===== config.mk =====
export PLATFORM = sky130hd
export DESIGN_NAME = mips_mc_control
export DESIGN_NICKNAME = d
export VERILOG_FILES = /design/src/rtl/mips_mc_control_pkg.sv /design/src/rtl/mips_mc_control_alu_dec.sv /design/src/rtl/mips_mc_control.sv
export SDC_FILE = /design/constraint.sdc
export NUM_CORES = 1
export LEC_CHECK = 0
export CORE_MARGIN = 2
export CORE_UTILIZATION = 45
export DETAILED_ROUTE_END_ITERATION = 16
export PLACE_DENSITY = 0.71
export SLEW_MARGIN = 20
export SYNTH_ARGS = -nofsm -noshare
export SYNTH_HDL_FRONTEND = slang
export SYNTH_SLANG_ARGS = --single-unit

===== constraint.sdc =====
create_clock -name clk -period 2.95 [get_ports clk]
set_input_delay 0.7375 -clock clk [delete_from_list [all_inputs] [get_ports clk]]
set_output_delay 0.7375 -clock clk [all_outputs]
set_load 0.01 [all_outputs]

===== src/rtl/mips_mc_control_pkg.sv =====
// Shared encodings for the multicycle MIPS controller and ALU: states, opcodes, functs, ALU ops,
// plus the per-state control decode used to build the registered control word.
package mips_mc_control_pkg;

  typedef enum logic [3:0] {
    S_FETCH  = 4'd0,
    S_DECODE = 4'd1,
    S_MEMADR = 4'd2,
    S_MEMRD  = 4'd3,
    S_MEMWB  = 4'd4,
    S_MEMWR  = 4'd5,
    S_EXEC   = 4'd6,
    S_ALUWB  = 4'd7,
    S_BRANCH = 4'd8,
    S_JUMP   = 4'd9,
    S_HALT   = 4'd10
  } state_e;

  localparam logic [5:0] OP_RTYPE = 6'b000000;
  localparam logic [5:0] OP_J     = 6'b000010;
  localparam logic [5:0] OP_BEQ   = 6'b000100;
  localparam logic [5:0] OP_BNE   = 6'b000101;
  localparam logic [5:0] OP_ADDI  = 6'b001000;
  localparam logic [5:0] OP_SLTI  = 6'b001010;
  localparam logic [5:0] OP_ANDI  = 6'b001100;
  localparam logic [5:0] OP_ORI   = 6'b001101;
  localparam logic [5:0] OP_XORI  = 6'b001110;
  localparam logic [5:0] OP_LW    = 6'b100011;
  localparam logic [5:0] OP_SW    = 6'b101011;

  localparam logic [5:0] FN_ADD  = 6'b100000;
  localparam logic [5:0] FN_ADDU = 6'b100001;
  localparam logic [5:0] FN_SUB  = 6'b100010;
  localparam logic [5:0] FN_SUBU = 6'b100011;
  localparam logic [5:0] FN_AND  = 6'b100100;
  localparam logic [5:0] FN_OR   = 6'b100101;
  localparam logic [5:0] FN_XOR  = 6'b100110;
  localparam logic [5:0] FN_NOR  = 6'b100111;
  localparam logic [5:0] FN_SLT  = 6'b101010;

  localparam logic [3:0] ALU_AND = 4'b0000;
  localparam logic [3:0] ALU_OR  = 4'b0001;
  localparam logic [3:0] ALU_ADD = 4'b0010;
  localparam logic [3:0] ALU_XOR = 4'b0011;
  localparam logic [3:0] ALU_SUB = 4'b0110;
  localparam logic [3:0] ALU_SLT = 4'b0111;
  localparam logic [3:0] ALU_NOR = 4'b1100;

  typedef struct packed {
    logic       ir_write;
    logic       mem_read;
    logic       mem_write;
    logic       iord;
    logic       reg_write;
    logic       reg_dst;
    logic       mem_to_reg;
    logic       alu_src_a;
    logic [1:0] alu_src_b;
    logic [1:0] pc_src;
    logic [3:0] alu_op;
    logic       pc_write;
    logic       halted;
  } ctrl_t;

  // Control word presented while in state s; rtype/exec_op describe the latched instruction.
  function automatic ctrl_t ctrl_outs(state_e s, logic rtype, logic [3:0] exec_op);
    ctrl_t c;
    c        = '0;
    c.alu_op = ALU_ADD;
    case (s)
      S_FETCH: begin
        c.mem_read  = 1'b1;
        c.ir_write  = 1'b1;
        c.alu_src_b = 2'd1;
        c.pc_write  = 1'b1;
      end
      S_DECODE: c.alu_src_b = 2'd3;
      S_MEMADR: begin
        c.alu_src_a = 1'b1;
        c.alu_src_b = 2'd2;
      end
      S_MEMRD: begin
        c.mem_read = 1'b1;
        c.iord     = 1'b1;
      end
      S_MEMWB: begin
        c.reg_write  = 1'b1;
        c.mem_to_reg = 1'b1;
      end
      S_MEMWR: begin
        c.mem_write = 1'b1;
        c.iord      = 1'b1;
      end
      S_EXEC: begin
        c.alu_src_a = 1'b1;
        c.alu_src_b = rtype ? 2'd0 : 2'd2;
        c.alu_op    = exec_op;
      end
      S_ALUWB: begin
        c.reg_write = 1'b1;
        c.reg_dst   = rtype;
      end
      S_BRANCH: begin
        c.alu_src_a = 1'b1;
        c.alu_op    = ALU_SUB;
        c.pc_src    = 2'd1;
      end
      S_JUMP: begin
        c.pc_src   = 2'd2;
        c.pc_write = 1'b1;
      end
      S_HALT:  c.halted = 1'b1;
      default: c.halted = 1'b0;
    endcase
    return c;
  endfunction

endpackage


===== src/rtl/mips_mc_control_alu_dec.sv =====
// Combinational opcode/funct decode: ALU operation for the EXEC step and instruction legality.
module mips_alu_dec
  import mips_mc_control_pkg::*;
(
  input  logic [5:0] opcode_i,
  input  logic [5:0] funct_i,
  output logic [3:0] alu_op_o,
  output logic       is_legal_o
);

  always_comb begin
    alu_op_o   = ALU_ADD;
    is_legal_o = 1'b1;
    case (opcode_i)
      OP_RTYPE: begin
        case (funct_i)
          FN_ADD, FN_ADDU: alu_op_o = ALU_ADD;
          FN_SUB, FN_SUBU: alu_op_o = ALU_SUB;
          FN_AND:          alu_op_o = ALU_AND;
          FN_OR:           alu_op_o = ALU_OR;
          FN_XOR:          alu_op_o = ALU_XOR;
          FN_NOR:          alu_op_o = ALU_NOR;
          FN_SLT:          alu_op_o = ALU_SLT;
          default:         is_legal_o = 1'b0;
        endcase
      end
      OP_ADDI: alu_op_o = ALU_ADD;
      OP_ANDI: alu_op_o = ALU_AND;
      OP_ORI:  alu_op_o = ALU_OR;
      OP_XORI: alu_op_o = ALU_XOR;
      OP_SLTI: alu_op_o = ALU_SLT;
      OP_LW, OP_SW, OP_BEQ, OP_BNE, OP_J: alu_op_o = ALU_ADD;
      default: is_legal_o = 1'b0;
    endcase
  end

endmodule


===== src/rtl/mips_mc_control.sv =====
// Multicycle MIPS control FSM. Control word is registered from the next state, so every output
// except pc_en changes only on a clock edge or asynchronously to FETCH values on reset.
module mips_mc_control
  import mips_mc_control_pkg::*;
#(
  parameter bit TRAP_ILLEGAL = 1'b1
) (
  input  logic       clk,
  input  logic       rst_n,
  input  logic [5:0] opcode,
  input  logic [5:0] funct,
  input  logic       zero,
  output logic       ir_write,
  output logic       mem_read,
  output logic       mem_write,
  output logic       iord,
  output logic       reg_write,
  output logic       reg_dst,
  output logic       mem_to_reg,
  output logic       alu_src_a,
  output logic [1:0] alu_src_b,
  output logic [1:0] pc_src,
  output logic [3:0] alu_op,
  output logic       pc_en,
  output logic       halted,
  output logic [3:0] state
);

  state_e     state_q, state_d;
  logic [5:0] op_q, op_d, funct_q, funct_d;
  ctrl_t      ctrl_q;
  logic [3:0] dec_alu_op;
  logic       dec_legal;
  logic       branch_taken;

  // Decode runs on the values that will be latched, so the registered EXEC word is ready in time.
  assign op_d    = (state_q == S_DECODE) ? opcode : op_q;
  assign funct_d = (state_q == S_DECODE) ? funct  : funct_q;

  mips_alu_dec u_alu_dec (
    .opcode_i  (op_d),
    .funct_i   (funct_d),
    .alu_op_o  (dec_alu_op),
    .is_legal_o(dec_legal)
  );

  always_comb begin
    state_d = S_FETCH;
    case (state_q)
      S_FETCH:  state_d = S_DECODE;
      S_DECODE: begin
        if (!dec_legal) begin
          state_d = TRAP_ILLEGAL ? S_HALT : S_FETCH;
        end else begin
          case (opcode)
            OP_LW, OP_SW:   state_d = S_MEMADR;
            OP_BEQ, OP_BNE: state_d = S_BRANCH;
            OP_J:           state_d = S_JUMP;
            default:        state_d = S_EXEC;
          endcase
        end
      end
      S_MEMADR: state_d = (op_q == OP_LW) ? S_MEMRD : S_MEMWR;
      S_MEMRD:  state_d = S_MEMWB;
      S_EXEC:   state_d = S_ALUWB;
      S_HALT:   state_d = S_HALT;
      default:  state_d = S_FETCH;
    endcase
  end

  always_ff @(posedge clk or negedge rst_n) begin
    if (!rst_n) begin
      state_q <= S_FETCH;
      op_q    <= '0;
      funct_q <= '0;
      ctrl_q  <= ctrl_outs(S_FETCH, 1'b0, ALU_ADD);
    end else begin
      state_q <= state_d;
      op_q    <= op_d;
      funct_q <= funct_d;
      ctrl_q  <= ctrl_outs(state_d, op_d == OP_RTYPE, dec_alu_op);
    end
  end

  assign branch_taken = (state_q == S_BRANCH) && ((op_q == OP_BEQ) ? zero : !zero);
  assign pc_en        = ctrl_q.pc_write | branch_taken;

  assign ir_write   = ctrl_q.ir_write;
  assign mem_read   = ctrl_q.mem_read;
  assign mem_write  = ctrl_q.mem_write;
  assign iord       = ctrl_q.iord;
  assign reg_write  = ctrl_q.reg_write;
  assign reg_dst    = ctrl_q.reg_dst;
  assign mem_to_reg = ctrl_q.mem_to_reg;
  assign alu_src_a  = ctrl_q.alu_src_a;
  assign alu_src_b  = ctrl_q.alu_src_b;
  assign pc_src     = ctrl_q.pc_src;
  assign alu_op     = ctrl_q.alu_op;
  assign halted     = ctrl_q.halted;
  assign state      = state_q;

endmodule

==> results.yml, run 1 <==
status:
  status: "complete, no violations"
global_route:
  grt_pass1_wl_microns: 6299
  grt_overflow_total: 0
  grt_max_degree: 35
  grt_antenna_before_repair: 0
  grt_pass1_vias: 1341
  grt_usage_pct: 19.04
detailed_routing:
  wl_per_cell_microns: 13.16
  drtPass1Iterations: 6
  post-route-drc-count: 0
  wl_microns: 3737
  routed_via_density: 5.158
  drtAntennaViolNets: 0
  vias: 1465
  first_iter_violations: 83
power_and_ir_drop:
  power.switching_mw: 0.8407
  netSwitchingFraction_pct: 39.01
  peakVddDrop_mv: 0.3544
  p_leak_nw: 1.012
  pwr-share-clk_pct: 15.6
  p_comb_share_pct: 46.7
  p_seq_share_pct: 37.7
  p_per_area_nw_per_um2: 948.9
  internal-power_mw: 1.314
cts:
  cts_resized: 0
  hold_buffers: 0
  cts_tree: "yes"
  cts_max_level: 2
  cts-root-buf: "clkbuf_8"
  clock_sinks: 34
  cts_buffer_depth: 2
  clock_latency_ns: 0.28
  tritoncts.num_buffers: 5
  path_clk_slew_ns: 0.06
  cts_setup_buffers: 0
cells_and_area:
  multi_input_area_sq_um: 822.0
  layout.area.seq_sq_um: 857.1
  drive_gt1_share_pct: 11.11
  fin_nets: 249
  reg_top3: "funct_q x6, op_q x6"
  n_fill_cell: 380
  num_antenna_cells: 0
  area_growth_pct: 24.83
sta:
  relSlewSlack_pct: 68.22
  finalSetupTns_ns: 0
  setup_viol: 0
  slew_viol_final: 0
  rsz0062_at_grt: "false"
  hold_viol: 0
  fmax_mhz: 362.2
  timing.final.crit_period_ns: 2.761
  layout_setup_ws_ns: 0.1892
  worstMarginPinSlew_ns: 0.4726
  fin_skew_ns: 0.004110
  period_share_pct: 93.59
critical_path:
  end_kind: "output pin"
  cp_max_fo: 1
  critPathKind: "in2out"
  startpoint_type: "input port"
  required_ns: 2.21
  worstPathArrival_ns: 2.02
die:
  initial_core_util_pct: 46.14
  core_sq_um: 3943
  dieArea_sq_um: 4567
  die_h_microns: 67.58
  die_width_microns: 67.58
  num_rows: 23
  ios: 37
place:
  place_congestion: 0.8251
  dpl_worst_slack_ns: 0.1205
  hpwlAfterDp_microns: 2768
  portBuffers: 36
logic_synthesis:
  netlist_instances: 200
  ys_seq_area_share_pct: 47.11
  async_flop_share_pct: 100.0
  yosysWarnings: 0
  synth_edf_count: 0
  yosys.cell_types.count: 44
  synth.avg_cell_area_sq_um: 9.096
  synthesis.nets: 215
  synth_seq_cells: 34
  synth_area_sq_um: 1819
  synth-main-ff-cell: "dfrtp_1"
flow_run:
  drv_cap: 0
min_path:
  hold_class: "reg2reg"
-- cell type report --
cell class	instances	share of cell area [%]
clock buffer	7	3.802
inverter	8	1.322
multi-input combinational	142	36.20
sequential	34	37.74
tap	50	2.755
timing repair buffer	43	18.18
-- layout by cell type, fill, tap and decap left out, types with 3 or more instances in the layout --
cell type and instances:
a32oi_1 3, dfstp_2 5, mux2i_1 4, nor2b_1 5
or2b_1 3, dfrtp_1 29, o21ai_0 9, nand3b_1 4
nor2_1 15, inv_1 8, clkdlybuf4s50_1 36, nand2_1 43
nor3_1 4, nand2b_1 6, nand3_1 6, buf_4 7
a21oi_1 5, clkbuf_8 6, o21a_1 3
-- cells in the mapped netlist (2+ instances only) --
cell type | count | area share, %
nor4b_1 | 3 | 1.4
nand2_1 | 43 | 8.9
nor4_1 | 2 | 0.69
clkbuf_1 | 3 | 0.62
buf_4 | 11 | 4.5
nor3_1 | 4 | 1.1
o21a_1 | 3 | 1.2
nand3b_1 | 4 | 1.7
a32oi_1 | 3 | 1.4
mux2i_1 | 4 | 2.2
nand2b_1 | 6 | 2.1
inv_1 | 8 | 1.7
dfstp_2 | 5 | 7.2
and3_1 | 2 | 0.69
nand4b_1 | 2 | 0.96
or2b_1 | 3 | 1.2
o211ai_1 | 2 | 0.83
nand3_1 | 6 | 1.7
o31ai_1 | 2 | 0.83
nor2b_1 | 5 | 1.7
nor2_1 | 15 | 3.1
a21oi_1 | 5 | 1.4
buf_6 | 2 | 1.2
dfrtp_1 | 29 | 40
o21ai_0 | 9 | 2.5
-- kinds of logic after synthesis --
logic type                count (synthesis)  share of synthesized area, %
and+or+nand+nor                         102                         28.20
muxes                                     4                         2.201
DFF                                      34                         47.11
xor gates and xnor gates                  2                        0.9630
buffers and inverters                    24                         8.047
AOI/OAI and AO/OA                        34                         13.48
-- per-stage QoR --
stage | hold slack [ns] | cells | area (sq um) | util [%] | total power [mW]
floorplan | 0.4379 | 200 | 1819 | - | 1.504
global placement | 0.4553 | 277 | 2185 | 55.41 | 1.809
detailed placement | 0.4871 | 277 | 2185 | 55.41 | 1.826
CTS | 0.5033 | 284 | 2271 | 57.60 | 2.168
global route | 0.5293 | 284 | 2271 | 57.60 | 2.339
finish | 0.4869 | 284 | 2271 | 57.60 | 2.155
-- power by group through the flow --
stage	logic (mW)	clock network (mW)	registers (mW)
floorplan	0.710	0	0.795
global placement	0.996	0	0.813
detailed placement	1.01	0	0.818
CTS	1.01	0.347	0.810
global route	1.13	0.370	0.838
finish	1.01	0.337	0.812
-- layer usage --
metal	routed length, microns	vias up	part of all wire, %	GRT usage [%]
li1	-	748	-	-
met1	1806	677	48	25.45
met2	1702	34	46	29.29
met3	169	6	4.5	5.500
met4	59	0	1.6	6.888
met5	0	-	0	0
-- worst max-delay path: stages --
cell and delay [ns]:
clkdlybuf4s50_1 0.47, xor2_1 0.13, a31o_2 0.16, clkdlybuf4s50_1 0.52
-- final timing paths --
kind                            start            to  slack [ns]  cells past startpoint
max                              zero         pc_en        0.19                      4
min                        funct_q[5]    funct_q[5]        0.49                      2
max reg2reg                  state[2]     alu_op[3]        0.51                      5
min reg2reg                funct_q[5]    funct_q[5]        0.49                      2
max in group asynchronous       rst_n  alu_src_b[0]        1.76                      2
min in group asynchronous       rst_n    funct_q[5]        0.85                      2
Power figures use the tool's default switching activity.
==> inputs of run 2 (changes only) <==
HOLD_SLACK_MARGIN = 0.06   (was default)
==> results of run 2 <==
Final layout, timing and power as in run 1 (identical DEF).
==> inputs of run 3 (changes only) <==
CORE_ASPECT_RATIO = 1.5   (was default)
==> results.yml, run 3 (synthesis results as in run 1) <==
status:
  status: "complete, no violations"
cts:
  hold_buffers: 0
  cts-root-buf: "clkbuf_8"
  clock_latency_ns: 0.29
  cts_buffer_depth: 2
  cts_resized: 0
  tritoncts.num_buffers: 5
  cts_max_level: 2
  cts_tree: "yes"
  cts_setup_buffers: 0
  clock_sinks: 34
  path_clk_slew_ns: 0.06
critical_path:
  cp_max_fo: 1
  startpoint_type: "input port"
  required_ns: 2.21
  rr_endpoint: "alu_op[3]"
  critPathKind: "in2out"
  r2r_start: "state[2]"
  crit_buf_inv: 2
  worst_path_max_delay_cell: "clkdlybuf4s50_1"
  cp_common_cell: "clkdlybuf4s50_1"
  worstPathArrival_ns: 2.03
  r2r_setup_slack_ns: 0.51
  slowest_delay_ns: 0.52
  cp_top_family: "buffers and inverters"
  startpoint: "zero"
  end_kind: "output pin"
  crit_path_cell_trace: "clkdlybuf4s50_1, xor2_1, a31o_2, clkdlybuf4s50_1"
  ff2ff_path_depth: 5
global_route:
  grt_pass1_wl_microns: 6465
  grt_usage_pct: 18.32
  grt_antenna_before_repair: 0
  grt_max_degree: 35
  grt_overflow_total: 0
  grt_pass1_vias: 1452
sta:
  slew_viol_final: 0
  period_share_pct: 93.97
  fmax_mhz: 360.7
  worstMarginPinSlew_ns: 0.5721
  setup_viol: 0
  hold_viol: 0
  rsz0062_at_grt: "false"
  timing.final.crit_period_ns: 2.772
  relSlewSlack_pct: 61.76
  fin_skew_ns: 0.005087
  finalSetupTns_ns: 0
detailed_routing:
  vias: 1530
  wl_per_cell_microns: 14.21
  first_iter_violations: 43
  wl_microns: 3993
  drtAntennaViolNets: 0
  routed_via_density: 5.445
  drtPass1Iterations: 6
  post-route-drc-count: 0
die:
  num_rows: 28
  die_width_microns: 55.92
  ios: 37
  die_h_microns: 81.88
  dieArea_sq_um: 4578
  core_sq_um: 3924
  initial_core_util_pct: 46.36
min_path:
  holdPathStages: 2
  worstHoldStart: "funct_q[5]"
  hold_class: "reg2reg"
  hold_end: "funct_q[5]"
cells_and_area:
  reg_top3: "funct_q x6, op_q x6"
  area_growth_pct: 25.17
  drive_gt1_share_pct: 11.86
  final_common_cell: "nand2_1"
  layoutNonFillerInstCount: 281
  fin_nets: 250
  num_antenna_cells: 0
  layout_common_cells: "nand2_1 (43), clkdlybuf4s50_1 (36), dfrtp_1 (29)"
  n_fill_cell: 374
place:
  portBuffers: 36
  dp.cells: 273
  place_congestion: 0.8873
  hpwlAfterDp_microns: 2980
power_and_ir_drop:
  p_per_area_nw_per_um2: 954.8
  peakVddDrop_mv: 0.5621
  p_leak_nw: 1.021
flow_run:
  drv_cap: 0
==> run 3: final cells by class <==
type / instances / area, sq um / area share, %
flip-flops and latches: 34 / 857.1 / 37.64
multi-input cells: 142 / 822.0 / 36.10
repair buffers: 44 / 420.4 / 18.46
clock buffers: 7 / 86.33 / 3.791
well taps: 45 / 56.30 / 2.473
inverters: 8 / 30.03 / 1.319
clock inverters: 1 / 5.005 / 0.2198
==> run 3: metrics by stage <==
step	total power, mW	utilization (%)	hold WS (ns)	setup WS (ns)	instance area [sq um]
final	2.174	58.04	0.4697	0.1777	2277
after detailed placement	1.835	55.71	0.4612	0.08265	2186
after global routing	2.336	58.04	0.5175	0.1188	2277
after global placement	1.818	55.71	0.4499	0.1464	2186
after floorplan	1.504	-	0.4379	0.7024	1819
after CTS	2.191	58.04	0.4762	0.1714	2277
==> run 3: worst register-to-register path, cell delays in order (launching register included) <==
cell,delay (ns)
dfrtp_1,0.52
or4b_4,0.76
o21ai_2,0.22
o211ai_1,0.11
a2111o_1,0.44
a2111oi_2,0.29
==> run 3: worst max path at each step <==
stage                      to  slack [ns]  cells past startpoint
finish                  pc_en        0.18                      4
floorplan           alu_op[3]        0.70                      6
global route            pc_en        0.12                      4
CTS                     pc_en        0.17                      4
global placement    alu_op[3]        0.15                      7
detailed placement  alu_op[3]        0.08                      7
==> run 3: routing by layer <==
layer / vias up / track usage, % / wire [microns]
met1: 730 / 19.78 / 1537
met5: - / 0 / 0
met4: 0 / 7.857 / 95
met2: 39 / 35.00 / 2232
met3: 12 / 3.307 / 127
li1: 749 / - / -
==> run 3: report_power, final <==
part           switching (mW)  internal, mW
logic                   0.525         0.471
clock network           0.162         0.188
registers               0.169         0.659
